$ cat src/rtl/sata_link_pkg.sv
// Shared SATA link-layer definitions: primitive dwords, CRC parameters and framer states.
package sata_link_pkg;

  localparam logic [31:0] PRIM_SYNC  = 32'hB5B5957C;
  localparam logic [31:0] PRIM_SOF   = 32'h3737B57C;
  localparam logic [31:0] PRIM_EOF   = 32'hD5D5B57C;
  localparam logic [31:0] PRIM_HOLD  = 32'hD5D5AA7C;
  localparam logic [31:0] PRIM_HOLDA = 32'h9595AA7C;

  localparam logic [31:0] CRC_POLY = 32'h04C11DB7;
  localparam logic [31:0] CRC_SEED = 32'h52325032;

  typedef enum logic [2:0] {
    ST_IDLE,
    ST_SOF,
    ST_DATA,
    ST_CRC,
    ST_EOF
  } framer_state_t;

endpackage

$ cat src/rtl/sata_link_crc32.sv
// Combinational next-CRC: folds one dword MSB-first into the running CRC-32 (no reflection, no final XOR).
module sata_link_crc32
  import sata_link_pkg::*;
(
  input  logic [31:0] crc_in,
  input  logic [31:0] data,
  output logic [31:0] crc_out
);

  always_comb begin
    crc_out = crc_in;
    for (int i = 31; i >= 0; i--) begin
      if (crc_out[31] ^ data[i]) begin
        crc_out = {crc_out[30:0], 1'b0} ^ CRC_POLY;
      end else begin
        crc_out = {crc_out[30:0], 1'b0};
      end
    end
  end

endmodule

$ cat src/rtl/sata_link_tx_framer.sv
// TX link framer: SOF, payload (HOLD on starve, HOLDA on far-end hold), CRC, EOF; registered output, tx_ready=0 freezes all.
// Optional SATA_LINK_TX_CRC_INJECT_EN adds crc_corrupt to flip bit 0 of the emitted CRC dword.
module sata_link_tx_framer
  import sata_link_pkg::*;
#(
  parameter logic [31:0] CRC_INIT = CRC_SEED
) (
  input  logic        reset_n,
  input  logic        clk,
  input  logic        start,
  input  logic        hold_rx,
  output logic        busy,
  output logic        done,
  input  logic [31:0] fifo_data,
  input  logic        fifo_eop,
  input  logic        fifo_empty,
  output logic        fifo_rdreq,
  output logic [31:0] tx_data,
  output logic        tx_datak,
  input  logic        tx_ready
`ifdef SATA_LINK_TX_CRC_INJECT_EN
  ,
  input  logic        crc_corrupt
`endif
);

  framer_state_t state, state_nxt;
  logic [31:0]   crc, crc_nxt, crc_fold, data_nxt;
  logic          datak_nxt, busy_nxt, done_nxt, pop, crc_flip;

  sata_link_crc32 u_crc (
    .crc_in (crc),
    .data   (fifo_data),
    .crc_out(crc_fold)
  );

`ifdef SATA_LINK_TX_CRC_INJECT_EN
  assign crc_flip = crc_corrupt;
`else
  assign crc_flip = 1'b0;
`endif

  // Reset gating keeps the FIFO untouched while the block is being cleared.
  assign pop        = reset_n && tx_ready && (state == ST_DATA) && !hold_rx && !fifo_empty;
  assign fifo_rdreq = pop;

  always_comb begin
    state_nxt = state;
    data_nxt  = tx_data;
    datak_nxt = tx_datak;
    busy_nxt  = busy;
    done_nxt  = 1'b0;
    crc_nxt   = crc;
    if (tx_ready) begin
      busy_nxt = 1'b1;
      case (state)
        ST_IDLE: begin
          data_nxt  = PRIM_SYNC;
          datak_nxt = 1'b1;
          busy_nxt  = start;
          if (start) state_nxt = ST_SOF;
        end
        ST_SOF: begin
          data_nxt  = PRIM_SOF;
          datak_nxt = 1'b1;
          crc_nxt   = CRC_INIT;
          state_nxt = ST_DATA;
        end
        ST_DATA: begin
          if (hold_rx) begin
            data_nxt  = PRIM_HOLDA;
            datak_nxt = 1'b1;
          end else if (fifo_empty) begin
            data_nxt  = PRIM_HOLD;
            datak_nxt = 1'b1;
          end else begin
            data_nxt  = fifo_data;
            datak_nxt = 1'b0;
            crc_nxt   = crc_fold;
            if (fifo_eop) state_nxt = ST_CRC;
          end
        end
        ST_CRC: begin
          data_nxt  = crc ^ {31'b0, crc_flip};
          datak_nxt = 1'b0;
          state_nxt = ST_EOF;
        end
        ST_EOF: begin
          data_nxt  = PRIM_EOF;
          datak_nxt = 1'b1;
          done_nxt  = 1'b1;
          state_nxt = ST_IDLE;
        end
        default: begin
          data_nxt  = PRIM_SYNC;
          datak_nxt = 1'b1;
          busy_nxt  = 1'b0;
          state_nxt = ST_IDLE;
        end
      endcase
    end
  end

  always_ff @(posedge clk) begin
    if (!reset_n) begin
      state    <= ST_IDLE;
      tx_data  <= PRIM_SYNC;
      tx_datak <= 1'b1;
      busy     <= 1'b0;
      done     <= 1'b0;
      crc      <= CRC_INIT;
    end else begin
      state    <= state_nxt;
      tx_data  <= data_nxt;
      tx_datak <= datak_nxt;
      busy     <= busy_nxt;
      done     <= done_nxt;
      crc      <= crc_nxt;
    end
  end

endmodule

$ cat config.mk
export PLATFORM = sky130hd
export DESIGN_NAME = sata_link_tx_framer
export DESIGN_NICKNAME = d
export VERILOG_FILES = /design/src/rtl/sata_link_pkg.sv /design/src/rtl/sata_link_crc32.sv /design/src/rtl/sata_link_tx_framer.sv
export SDC_FILE = /design/constraint.sdc
export NUM_CORES = 1
export LEC_CHECK = 0
export ABC_AREA = 0
export BUFFER_PORTS_ARGS = -buffer_cell sky130_fd_sc_hd__buf_2
export CAP_MARGIN = 40
export CELL_PAD_IN_SITES_DETAIL_PLACEMENT = 0
export CELL_PAD_IN_SITES_GLOBAL_PLACEMENT = 2
export CORE_MARGIN = 1.5
export CORE_UTILIZATION = 42
export CTS_CLUSTER_DIAMETER = 200
export DETAILED_ROUTE_END_ITERATION = 10
export PLACE_DENSITY_LB_ADDON = 0.1
export SETUP_SLACK_MARGIN = 0.15
export SYNTH_ARGS = -nofsm -noshare
export SYNTH_HDL_FRONTEND = slang
export SYNTH_SLANG_ARGS = --single-unit
export TNS_END_PERCENT = 10
$ cat constraint.sdc
create_clock -name clk -period 7.1 [get_ports clk]
set_clock_uncertainty 0.1 [all_clocks]
set_input_delay 1.42 -clock clk [delete_from_list [all_inputs] [get_ports clk]]
set_output_delay 1.42 -clock clk [all_outputs]
set_load 0.05 [all_outputs]
==> results of run 1 <==
-- worst max path at each step --
stage               slack [ps]     startpoint  cells after the start                    to
global placement          1500     fifo_empty                      9            fifo_rdreq
finish                    1290     fifo_empty                      9            fifo_rdreq
CTS                       1270     fifo_empty                      9            fifo_rdreq
floorplan                 2190  fifo_data[22]                      9  crc[13]$_SDFFE_PN0P_
detailed placement        1280     fifo_empty                      9            fifo_rdreq
global route               960     fifo_empty                      9            fifo_rdreq
-- state kept, by name, indices dropped and copies added, names as in the netlist --
register,flops
busy,1
crc,32
done,1
state,3
tx_data,32
tx_datak,1
-- cell usage after synthesis --
library cell / count
clkbuf_1: 24
nor2b_1: 11
o211ai_1: 8
a31oi_1: 5
a221oi_1: 1
o21ai_1: 1
buf_1: 2
xor3_1: 2
a22o_1: 7
and4_1: 1
inv_1: 15
xnor2_4: 4
or2_2: 1
and2_1: 13
nand2b_1: 15
xnor3_2: 9
nor2_1: 15
nor3_1: 3
nand2_1: 36
o22a_1: 1
xnor3_1: 40
xor2_1: 44
dfxtp_1: 70
xnor2_1: 158
buf_6: 1
xor2_4: 5
a21oi_1: 12
o21a_1: 1
o21ai_0: 27
o221ai_1: 12
or3_1: 2
a21boi_0: 1
a311oi_1: 2
xor3_2: 2
nand3_1: 16
mux2i_1: 4
a22oi_1: 12
o22ai_1: 15
xor2_2: 1
xnor2_2: 7
-- routing by layer --
metal / global-route usage / share of wire / vias to the layer above
li1: - / - / 2184
met1: 0.3475 / 0.47 / 2183
met2: 0.3856 / 0.46 / 136
met3: 0.03823 / 0.048 / 26
met4: 0.08046 / 0.024 / 0
met5: 0 / 0 / -
-- cell type report --
class	count	area, sq um
Inverter	15	56.30
Timing Repair Buffer	79	407.9
Clock inverter	6	93.84
Fill cell	1410	7401
Clock buffer	10	239.0
Tap cell	184	230.2
Multi-Input combinational cell	494	4649
Sequential cell	70	1401
-- metrics by stage --
step | hold slack, ps | setup slack (ps) | cells | instance area, sq um | utilization
after global placement | 352.3 | 1500 | 841 | 6738 | 0.4653
after detailed placement | 361.9 | 1278 | 842 | 6745 | 0.4659
final | 367.7 | 1287 | 858 | 7078 | 0.4889
after CTS | 374.1 | 1272 | 858 | 7078 | 0.4889
after floorplan | 363.1 | 2187 | 606 | 6216 | -
after global routing | 394.2 | 961.0 | 858 | 7078 | 0.4889
-- kinds of logic (layout without fill, tap and decap cells) --
kind of cell | Yosys count | count (layout) | share of synthesized area
compound gates | 105 | 105 | 0.1113
xor+xnor | 272 | 272 | 0.5405
buf+inv | 42 | 110 | 0.02657
flops | 70 | 70 | 0.2254
mux | 4 | 4 | 0.006441
simple gates | 113 | 113 | 0.08978
-- critical path: cells and delay by family --
| family | cells | cell delay [ps] |
|---|---|---|
| buffers and inverters | 3 | 910 |
| AOI/OAI and AO/OA | 1 | 190 |
| and+or+nand+nor | 5 | 1770 |
==> flow_metrics.py, run 1 <==
metrics = {
    "grt": {
        "grt_pass1_wl_um": 28500,
        "grt_usage": 0.2459,
        "grt_start_max_net_pins": 62,
        "grt_pass1_vias": 4639,
        "grt_overflow": 0,
        "antenna_found_initial": 0,
    },
    "min_path": {
        "hp-class": "reg -> reg",
        "hold_end": "tx_data[10]$_SDFFE_PN1P_",
        "hold_start": "tx_data[10]$_SDFFE_PN1P_",
        "whs_path_depth": 2,
    },
    "place": {
        "gp_congestion": 0.9214,
        "port_buffers": 74,
        "hpwl_um": 14870,
    },
    "finish": {
        "final_common_cell": "xnor2_1",
        "layout.nets": 708,
        "final_cell_mix": "158 x xnor2_1, 74 x buf_2, 70 x dfxtp_1",
        "drive_gt1_frac": 0.1840,
        "area_delta_synth_final_pct": 13.87,
        "n_antenna_cell": 0,
    },
    "die": {
        "start_util": 0.4293,
        "num_rows": 44,
        "core_area_sq_um": 14480,
        "die_w_um": 124.7,
        "fp.dieArea_sq_um": 15540,
        "io_pins": 75,
        "die_h_um": 124.7,
    },
    "detailed_routing": {
        "wire_per_inst_um": 21.44,
        "first_pass_iters": 5,
        "viasPerCell": 5.279,
        "vias": 4529,
        "drtIter0Drc": 326,
        "wirelength_um": 18400,
        "ant_nets": 0,
        "drc_errors": 0,
    },
    "synthesis": {
        "ys_seq_area_frac": 0.2254,
        "ys_ff_latch": 70,
        "synth_top_area_frac": 0.2254,
        "synth_nets": 645,
        "synth_area_leaders": "dfxtp_1 23%, xnor2_1 22%, xnor3_1 14%",
        "synth_cells": 606,
        "netlist_area_sq_um": 6216,
        "synth_area_leader_cell": "dfxtp_1",
        "synth-warning-count": 0,
        "synth.distinct_cells": 40,
        "post_synth.cell_area_avg_sq_um": 10.26,
    },
    "worst_setup_path": {
        "start_kind": "primary input",
        "slowest_stage": "nor3_1",
        "path_class": "in -> out",
        "r2r_end": "crc[13]$_SDFFE_PN0P_",
        "required_ps": 5580,
        "regToRegStartpoint": "crc[29]$_SDFFE_PN0P_",
        "slowest_delay_ps": 510,
        "crit_chain": "buf_2, nor2_1, nand2_1, nor2_1, o21ai_1, nor3_1, nand2_1, inv_1, buf_2",
        "ff2ff_setup_slack_ps": 2680,
        "worstSetupEndpointType": "primary output",
        "crit_path_max_fanout": 13,
        "cp.arrival_ps": 4290,
        "r2r_cells": 9,
    },
    "sta": {
        "slew_viol_final": 0,
        "hold_viol_final": 0,
        "worst_pin_slew_ps": 836.8,
        "max_slew_margin": 0.4422,
        "fmax_mhz": 172.0,
        "post-route-period-util": 0.8188,
        "setup_viol": 0,
        "fin_setup_tns_ps": 0,
        "min_period_ps": 5813,
        "rsz0062_at_grt": "false",
    },
    "clock_tree": {
        "clk_pin_slew_worst_paths_ps": 60,
        "numCtsBuffers": 9,
        "max-clock-path-buffers": 2,
        "clock-sinks": 70,
        "post_cts_resized": 0,
        "clock_latency_ps": 340,
        "hold_buffers": 0,
        "post_cts_buffers": 0,
        "cts.root.buffer_cell": "clkbuf_16",
        "htreeDepth": 3,
        "tritoncts": "yes",
    },
    "flow_run": {
        "maxCapViolCount": 0,
    },
    "outcome": {
        "run_status": "finished, final reports clean",
    },
}
Power of run 1 is left out: the tool's default activity adds up to more than one toggle a clock period on the data nets, which glitch-free logic cannot reach.
==> run 2: changes to the inputs <==
Settings changed: ABC_AREA 0 to 1, CORE_UTILIZATION 42 to 29.
Clock period 7.1 ns to 5.2 ns, I/O delays scaled along.
==> run 2 against run 1 <==
Critical path depth grew 15. Count of clock-buffer cells in the layout is the same. Synthesized area grew 30%. Non-clock buffer count grew 6. Die area grew 85%. Via count grew 100%. Hold slack lost 2.2 ps. Final cell count grew 120%. Global-route usage grew 1.8 points. Design area grew 30%. Synthesized cell count grew 130%. Sequential cell count is the same.
==> flow_metrics.py, run 2 <==
metrics = {
    "detailed_routing": {
        "wl_met3_um": 1575,
        "wire_per_inst_um": 19.99,
        "routed.top_layer": "met4",
        "drc_errors": 0,
        "wl_met2_um": 16970,
        "drtIter0Drc": 742,
        "vias": 9178,
        "viasPerCell": 4.916,
        "wl_met1_um": 18140,
        "first_pass_iters": 5,
        "ant_nets": 0,
        "wirelength_um": 37320,
    },
    "sta": {
        "max_slew_margin": 0.5479,
        "finalWorstSetupSlack_ps": 718.1,
        "hold_viol_final": 0,
        "post-route-period-util": 0.8619,
        "fmax_mhz": 223.1,
        "rsz0062_at_grt": "false",
        "slew_viol_final": 0,
        "worst_pin_slew_ps": 673.3,
        "fin_setup_tns_ps": 0,
        "setup_viol": 0,
        "min_period_ps": 4482,
    },
    "finish": {
        "area_delta_synth_final_pct": 13.76,
        "reg.largest.list": "crc (32), tx_data (32), state (3)",
        "fin_util": 0.3386,
        "n_antenna_cell": 0,
        "final_cell_mix": "582 x nand2_1, 161 x nand3_1, 115 x inv_1",
        "design_area_sq_um": 9175,
        "multi_input_area_sq_um": 5937,
        "layout.nets": 1529,
        "seqCellArea_sq_um": 1401,
        "drive_gt1_frac": 0.1900,
        "final_common_cell": "nand2_1",
        "instances_no_fill": 1867,
        "fillCellCount": 3120,
    },
    "outcome": {
        "run_status": "finished, final reports clean",
    },
    "clock_tree": {
        "post_cts_resized": 0,
        "tritoncts": "yes",
        "hold_buffers": 0,
        "clock_latency_ps": 350,
        "cts.root.buffer_cell": "clkbuf_16",
        "max-clock-path-buffers": 2,
        "numCtsBuffers": 9,
        "clk_pin_slew_worst_paths_ps": 60,
        "post_cts_buffers": 0,
        "htreeDepth": 3,
        "clock-sinks": 70,
    },
    "die": {
        "fp.dieArea_sq_um": 28820,
        "num_rows": 60,
        "die_w_um": 169.8,
        "die_h_um": 169.8,
        "core_area_sq_um": 27100,
        "start_util": 0.2976,
        "io_pins": 75,
    },
    "worst_setup_path": {
        "path_class": "in -> reg",
        "start_kind": "primary input",
        "worstSetupEndpointType": "register",
        "cp.depth": 24,
        "required_ps": 5310,
        "slowest_delay_ps": 340,
        "crit_chain": "buf_2, inv_2, nand2_1, nand2_1, nand2_2, nand2_2, inv_1, nand2_1, nand2_2, nand2_2, nand2_2, nand2_1, nand2_1, nand3_2, nand2_2, nand2_1, nand2_2, inv_2, nand2_2, nand2_4, nand2_1, nand2_1, o21ai_0, o211ai_1",
        "slowest_stage": "nand2_1",
        "crit_path_max_fanout": 11,
        "cp_top_family": "simple AND/OR/NAND/NOR gates",
        "cp.arrival_ps": 4590,
        "crit_buf_inv": 4,
        "r2r_cells": 23,
    },
    "power_and_ir_drop": {
        "p_sw_frac": 0.6175,
        "power_density_nw_per_um2": 722.0,
        "ir_worst_vdd_mv": 0.2436,
        "power_switching_mw": 4.091,
        "p_int_mw": 2.534,
        "p_comb_frac": 0.808,
        "p_leak_nw": 4.801,
        "p_seq_frac": 0.095,
        "clkPwrFrac": 0.097,
    },
    "synthesis": {
        "netlist_top_cells_count": "582 x nand2_1, 161 x nand3_1, 115 x inv_1, 103 x nand2_2, 79 x xor2_1",
        "synth_top_area_frac": 0.2709,
        "ys_ff_latch": 70,
        "synth_flop_cell": "dfxtp_1",
        "async_reset_ff_frac": 0,
        "synth.distinct_cells": 40,
        "post_synth.cell_area_avg_sq_um": 5.668,
        "ys_seq_area_frac": 0.1738,
        "synth-edff-count": 0,
        "synth_area_leader_cell": "nand2_1",
        "synth_area_leaders": "nand2_1 27%, dfxtp_1 17%, nand3_1 10%",
        "yosysMostFrequentCell": "nand2_1",
        "synth_cells": 1423,
        "synth-warning-count": 0,
        "netlist_area_sq_um": 8065,
        "synth_nets": 1462,
    },
    "place": {
        "dp.cells": 1851,
        "gp_congestion": 0.9078,
        "port_buffers": 74,
        "dpl_cell_area_sq_um": 8876,
        "hpwl_um": 30830,
        "post-place-ws_ps": 456.0,
    },
    "min_path": {
        "whs_path_depth": 2,
        "hp-class": "reg -> reg",
    },
    "grt": {
        "grt_pass1_vias": 8524,
        "antenna_found_initial": 0,
        "grt_usage": 0.2635,
        "grt_pass1_wl_um": 55390,
        "grt_overflow": 0,
        "grt_start_max_net_pins": 38,
    },
    "flow_run": {
        "maxCapViolCount": 0,
    },
}
## run 2: metrics by stage
| stage | hold slack (ps) | power (mW) |
|---|---|---|
| after floorplan | 345.3 | 4.519 |
| after global placement | 353.5 | 5.973 |
| after detailed placement | 353.1 | 5.925 |
| after CTS | 366.4 | 6.610 |
| after global routing | 388.0 | 7.307 |
| final | 365.5 | 6.625 |
## run 2: worst paths after layout
kind,startpoint,endpoint,slack [ps]
max reg2reg,crc[31]$_SDFFE_PN0P_,crc[1]$_SDFFE_PN1P_,1050
min,tx_data[1]$_SDFFE_PN0P_,tx_data[1]$_SDFFE_PN0P_,370
min reg2reg,tx_data[1]$_SDFFE_PN0P_,tx_data[1]$_SDFFE_PN0P_,370
max,fifo_data[31],crc[1]$_SDFFE_PN1P_,720
## run 2: cells by family after synthesis
logic type,after synthesis,synth area share
simple gates,935,0.5278
xor+xnor,102,0.1136
buf+inv,184,0.09013
compound gates,132,0.09479
flops,70,0.1738
## run 2: tightest hold or removal path, cell delays in order (launching register included)
cell and delay [ps]:
dfxtp_1 310, nand2_1 60, a21oi_1 50
## run 2: metal layers
| metal | up-vias | track usage |
|---|---|---|
| met3 | 34 | 0.01772 |
| met5 | - | 0 |
| li1 | 4624 | - |
| met4 | 0 | 0.05464 |
| met1 | 4283 | 0.3765 |
| met2 | 237 | 0.4328 |
## run 2: layout make-up
cell class              count  share of cell area
clock buffers              10             0.02496
clock inverters             6            0.007637
inverters                 155             0.06396
multi-input cells        1169              0.6471
flip-flops and latches     70              0.1527
well taps                 372             0.05073
repair buffers             85             0.05291
## run 2: power by group through the flow
stage / clock network [mW] / logic, mW / registers (mW)
5_1_grt: 0.677 / 6.00 / 0.634
3_5_place_dp: 0 / 5.28 / 0.641
6_report: 0.643 / 5.35 / 0.630
3_3_place_gp: 0 / 5.33 / 0.642
2_1_floorplan: 0 / 3.83 / 0.689
4_1_cts: 0.659 / 5.32 / 0.630
Note: power is estimated with default switching activity, not from simulation.
